## src/rtl/argo_fifo_write_arbiter.sv

```systemverilog
// rtl/argo_fifo_write_arbiter.sv - round-robin arbiter sharing one argo_fifo write port
//
// Purpose: N producers compete for the single FIFO write port. The arbiter
// grants at most one write per cycle. It keeps its own count of free slots,
// so it never writes into a full FIFO, even though the FIFO's full flag lags.
//
// Ports:
//   clk          rising-edge clock
//   rst          asynchronous active-low reset
//   req          per-producer request, held with stable data until ack
//   req_data     producer i's word in bits [i*DATA_WIDTH +: DATA_WIDTH]
//   ack          one-hot, one-cycle "word accepted" pulse
//   fifo_wr_en   FIFO write enable
//   fifo_wr_data FIFO write data
//   fifo_rd_en   copy of the FIFO read enable, returns credits
//   credits      free slots currently believed available
//   err          sticky underflow flag (read while believed empty)
module argo_fifo_write_arbiter #(
  parameter int NUM_REQ    = 3,
  parameter int DATA_WIDTH = 32,
  parameter int ADDR_WIDTH = 4
) (
  input  logic                          clk,
  input  logic                          rst,
  input  logic [NUM_REQ-1:0]            req,
  input  logic [NUM_REQ*DATA_WIDTH-1:0] req_data,
  output logic [NUM_REQ-1:0]            ack,
  output logic                          fifo_wr_en,
  output logic [DATA_WIDTH-1:0]         fifo_wr_data,
  input  logic                          fifo_rd_en,
  output logic [ADDR_WIDTH:0]           credits,
  output logic                          err
);

  localparam int PTR_W = (NUM_REQ > 1) ? $clog2(NUM_REQ) : 1;
  localparam logic [ADDR_WIDTH:0] DEPTH      = {1'b1, {ADDR_WIDTH{1'b0}}};
  localparam logic [ADDR_WIDTH:0] ONE_CREDIT = {{ADDR_WIDTH{1'b0}}, 1'b1};
  localparam logic [PTR_W-1:0]    LAST_IDX   = PTR_W'(NUM_REQ - 1);
  localparam logic [PTR_W-1:0]    ONE_PTR    = {{(PTR_W-1){1'b0}}, 1'b1};

  logic [NUM_REQ-1:0]    r_ack;
  logic                  r_wr_en;
  logic [DATA_WIDTH-1:0] r_wr_data;
  logic [ADDR_WIDTH:0]   r_credits;
  logic                  r_err;
  logic [PTR_W-1:0]      r_ptr;

  logic [NUM_REQ-1:0]    w_eligible;
  logic                  w_found;
  logic [PTR_W-1:0]      w_winner;
  logic [NUM_REQ-1:0]    w_onehot;
  logic [DATA_WIDTH-1:0] w_sel_data;
  logic                  w_grant;
  logic                  w_underflow;
  logic [PTR_W-1:0]      w_next_ptr;
  logic [ADDR_WIDTH:0]   w_credits_nxt;

  // The requester acked this cycle still has req high; masking it stops a
  // second grant of the same word.
  assign w_eligible = req & ~r_ack;

  // Winner search starts at r_ptr and wraps modulo NUM_REQ.
  always_comb begin
    int idx;
    idx        = 0;
    w_found    = 1'b0;
    w_winner   = '0;
    w_onehot   = '0;
    w_sel_data = '0;
    for (int k = 0; k < NUM_REQ; k++) begin
      idx = int'(r_ptr) + k;
      if (idx >= NUM_REQ) begin
        idx = idx - NUM_REQ;
      end
      if (!w_found && w_eligible[idx]) begin
        w_found       = 1'b1;
        w_winner      = PTR_W'(idx);
        w_onehot[idx] = 1'b1;
        w_sel_data    = req_data[idx*DATA_WIDTH +: DATA_WIDTH];
      end
    end
  end

  assign w_grant     = w_found && (r_credits != '0);
  assign w_next_ptr  = (w_winner == LAST_IDX) ? '0 : w_winner + ONE_PTR;
  assign w_underflow = fifo_rd_en && (r_credits == DEPTH);

  // A read seen while the count is already at DEPTH is an underflow: it
  // returns no credit, so the count saturates instead of overshooting.
  always_comb begin
    w_credits_nxt = r_credits;
    if (w_grant) begin
      w_credits_nxt = w_credits_nxt - ONE_CREDIT;
    end
    if (fifo_rd_en && !w_underflow) begin
      w_credits_nxt = w_credits_nxt + ONE_CREDIT;
    end
  end

  always_ff @(posedge clk or negedge rst) begin
    if (!rst) begin
      r_ack     <= '0;
      r_wr_en   <= 1'b0;
      r_wr_data <= '0;
      r_credits <= DEPTH;
      r_err     <= 1'b0;
      r_ptr     <= '0;
    end else begin
      r_credits <= w_credits_nxt;
      if (w_underflow) begin
        r_err <= 1'b1;
      end
      if (w_grant) begin
        r_ack     <= w_onehot;
        r_wr_en   <= 1'b1;
        r_wr_data <= w_sel_data;
        r_ptr     <= w_next_ptr;
      end else begin
        r_ack     <= '0;
        r_wr_en   <= 1'b0;
        r_wr_data <= '0;
      end
    end
  end

  assign ack          = r_ack;
  assign fifo_wr_en   = r_wr_en;
  assign fifo_wr_data = r_wr_data;
  assign credits      = r_credits;
  assign err          = r_err;

endmodule

```

## config.mk

```make
export PLATFORM = sky130hd
export DESIGN_NAME = argo_fifo_write_arbiter
export DESIGN_NICKNAME = d
export VERILOG_FILES = /design/src/rtl/argo_fifo_write_arbiter.sv
export SDC_FILE = /design/constraint.sdc
export NUM_CORES = 1
export LEC_CHECK = 0
export CELL_PAD_IN_SITES_DETAIL_PLACEMENT = 1
export CELL_PAD_IN_SITES_GLOBAL_PLACEMENT = 2
export CORE_MARGIN = 2
export CORE_UTILIZATION = 28
export CTS_CLUSTER_SIZE = 20
export DETAILED_ROUTE_END_ITERATION = 6
export PLACE_DENSITY_LB_ADDON = 0.1
export SYNTH_ARGS = -nofsm -noshare
export SYNTH_HDL_FRONTEND = slang
export SYNTH_SLANG_ARGS = --single-unit
```

## constraint.sdc

```tcl
create_clock -name clk -period 3.77 [get_ports clk]
set_input_delay 0.5655 -clock clk [delete_from_list [all_inputs] [get_ports clk]]
set_output_delay 0.5655 -clock clk [all_outputs]
set_load 0.02 [all_outputs]
```

==> metrics.txt <==
Initial Utilization 0.287; fraction of layout cells with a size suffix above 1 0.0959; switching share of power 0.532; CTS Buf Count 5; DPL Wire Length 11.8 mm; hold crit path type in -> async; leading area contributor after synthesis dfrtp_1; setup TNS 0 ps; GRT overflow 0; Via Count roughly 4800; Total Nets Final about 770; first-pass GRT wire length around 27 mm; Post-Syn Instances 540; Critical R2R Launch r_ptr[0]$_DFFE_PN0P_; Final period util 0.840; Async S/R FF share, synth 1.00; Final ANT Viol Nets 0; clock sinks 44; combinational power share 0.768; # port buffers approximately 140; slew margin rel. 0.195; die area roughly 0.017 mm²; FF-to-FF path depth 9; Clock power frac 0.085; placed instance area around 0.0060 mm²; Setup Viol. Count Final 0; Worst setup SP type flip-flop; routed length per instance just over 20 µm; Post-Syn Nets about 650; pin count of the biggest net entering global routing slightly below 70; pwr dens 898 mW/mm²; Final Util 0.402; Final Instance Area approximately 0.0061 mm²; YS warnings 0; worst-path fanout max 58; Final Hold Fails 0; clock slew at reported path FFs roughly 70 ps; #FFs+latches synth 44; P_sw slightly below 0.003 W; Via density roughly 5.6; unrepaired setup endpoints after global routing no; TritonCTS clock tree yes; FF-to-FF End fifo_wr_data[29]$_DFF_PN0_; drt total wl 17.4 mm; placed cells 837; RD Place Congestion about 0.77; Seq pwr share 0.147; 1st-pass router iterations 6; max-cap violations 0; Worst-Margin Slew roughly 1200 ps; Fmax achieved ~0.32 GHz; Pleak 2.32 nW; Critical Path End Type flip-flop; post-CTS setup buffers 0; core area about 0.015 mm²; Synth top cells by count nand2_1 (115), mux2i_1 (95), o21ai_0 (95); Peak supply drop ~0.53 mV; Syn Std Cell Area around 0.0044 mm²; Vert. Die Dim roughly 130 µm; initial antenna violation count 0; Final min period between 3000 and 4000 ps; number of I/O pins ~140; row count 45; crit path to fifo_wr_data[29]$_DFF_PN0_; CTS Hold Bufs 0; ys flop type dfrtp_1; Chip Width 129 µm; post-synth top area share 0.247; PostCTS Resize Cnt 0; Reg2Reg Setup Slack between 600 and 700 ps; status completed; Pins Over Slew Limit 0; diode count 0; area delta synth->final 40.0%; Tot GR Track Use 0.210; most frequent cell after synthesis nand2_1; Max clock buf depth 2; syn_area_per_cell about 8.1 µm²; Clock Latency Late Sink roughly 300 ps; Critical Path Source r_ptr[0]$_DFFE_PN0P_; vias in the first global route 5082; Netlist cell types 52; register area roughly 0.0011 mm²; Setup CP Type reg -> reg; Seq/Total Area, Yosys 0.253; final cell count without fillers ~850; largest cells by area after synthesis dfrtp_1 (25%), mux2i_1 (22%), o21ai_0 (11%); Worst EP required ~3900 ps; DRC violation count after routing 0; multi-input logic area between 0.003 and 0.004 mm²; CP arrival 3310 ps; H-tree Lvls 2; root buffer cell clkbuf_16; number of flops mapped to enable cells by yosys 0; clk_skew about 4.6 ps; Detailed Route Iter0 Violations 303; Fillers roughly 1800; Power Internal 0.00257 W
critical path, stage by stage, from the launching register on:
cell      delay (ps)
dfrtp_1          450
inv_1            180
ha_4             340
buf_4            770
nor2_4           310
buf_4            290
nand2_1           70
o21ai_0          100
a222oi_1         340
nor2_1            70
kinds of logic after synthesis:
group	count (synthesis)	share of synthesized area
AOI/OAI and AO/OA	160	0.261
DFF	44	0.253
buffers and inverters	54	0.0594
muxes	95	0.218
adders and majority gates	7	0.0201
xor gates and xnor gates	6	0.0120
and+or+nand+nor	174	0.177
sequential cells by signal, summed over array words and instances, names as in the netlist:
| signal | flops |
|---|---|
| fifo_wr_data | 32 |
| ack | 3 |
| fifo_wr_en | 1 |
| r_ptr | 2 |
| err | 1 |
| credits | 5 |
layout make-up:
type | count | share of cell area
Clock buffer | 8 | 0.0240
Inverter | 6 | 0.00369
Multi-Input combinational cell | 442 | 0.501
Sequential cell | 44 | 0.180
Tap cell | 188 | 0.0385
Timing Repair Buffer | 157 | 0.253
worst min-delay path by stage:
stage                                from                   end  slack [ps]  depth (start not counted)
final                                 rst  credits[0]$_DFF_PN0_         310                          1
after global routing                  rst  credits[0]$_DFF_PN0_         360                          1
after CTS                             rst  credits[0]$_DFF_PN0_         350                          1
after detailed placement  err$_DFFE_PN0P_       err$_DFFE_PN0P_         480                          1
after global placement    err$_DFFE_PN0P_       err$_DFFE_PN0P_         450                          1
after floorplan                       rst      ack[0]$_DFF_PN0_         270                          0
cell usage in the layout, fill, tap and decap left out, types with 4 or more instances in the layout:
cell type | Yosys | final
a21oi_2 | 10 | 10
a222oi_1 | 23 | 23
a22oi_2 | 10 | 10
buf_4 | 0 | 13
clkbuf_16 | 0 | 5
clkdlybuf4s50_1 | 0 | 142
dfrtp_1 | 43 | 43
ha_1 | 7 | 5
inv_1 | 6 | 5
mux2i_1 | 95 | 95
nand2_1 | 115 | 115
nor2_1 | 33 | 31
o21ai_0 | 95 | 95
xnor2_1 | 4 | 4
stage by stage:
stage	hold WS, ps	setup WS, ps	power (W)
CTS	347	603	0.00556
floorplan	270	1330	0.00366
global placement	450	656	0.00499
detailed placement	478	623	0.00507
global route	363	305	0.00595
finish	314	601	0.00549
power groups by stage:
stage,sequential (W),combinational (W),clock [W]
CTS,0.000812,0.00426,0.000483
finish,0.000808,0.00421,0.000468
global placement,0.000824,0.00417,0
detailed placement,0.000815,0.00425,0
floorplan,0.000944,0.00272,0
global route,0.000829,0.00462,0.000499
per-layer routing:
layer  part of all wire  track usage  up-vias
met2               0.49        0.360      131
met4              0.014       0.0659        0
met3              0.047       0.0283       14
met1               0.45        0.274     2414
met5                  0            0        -
li1                   -            -     2195
No activity file was read; power rests on OpenSTA's default activity.
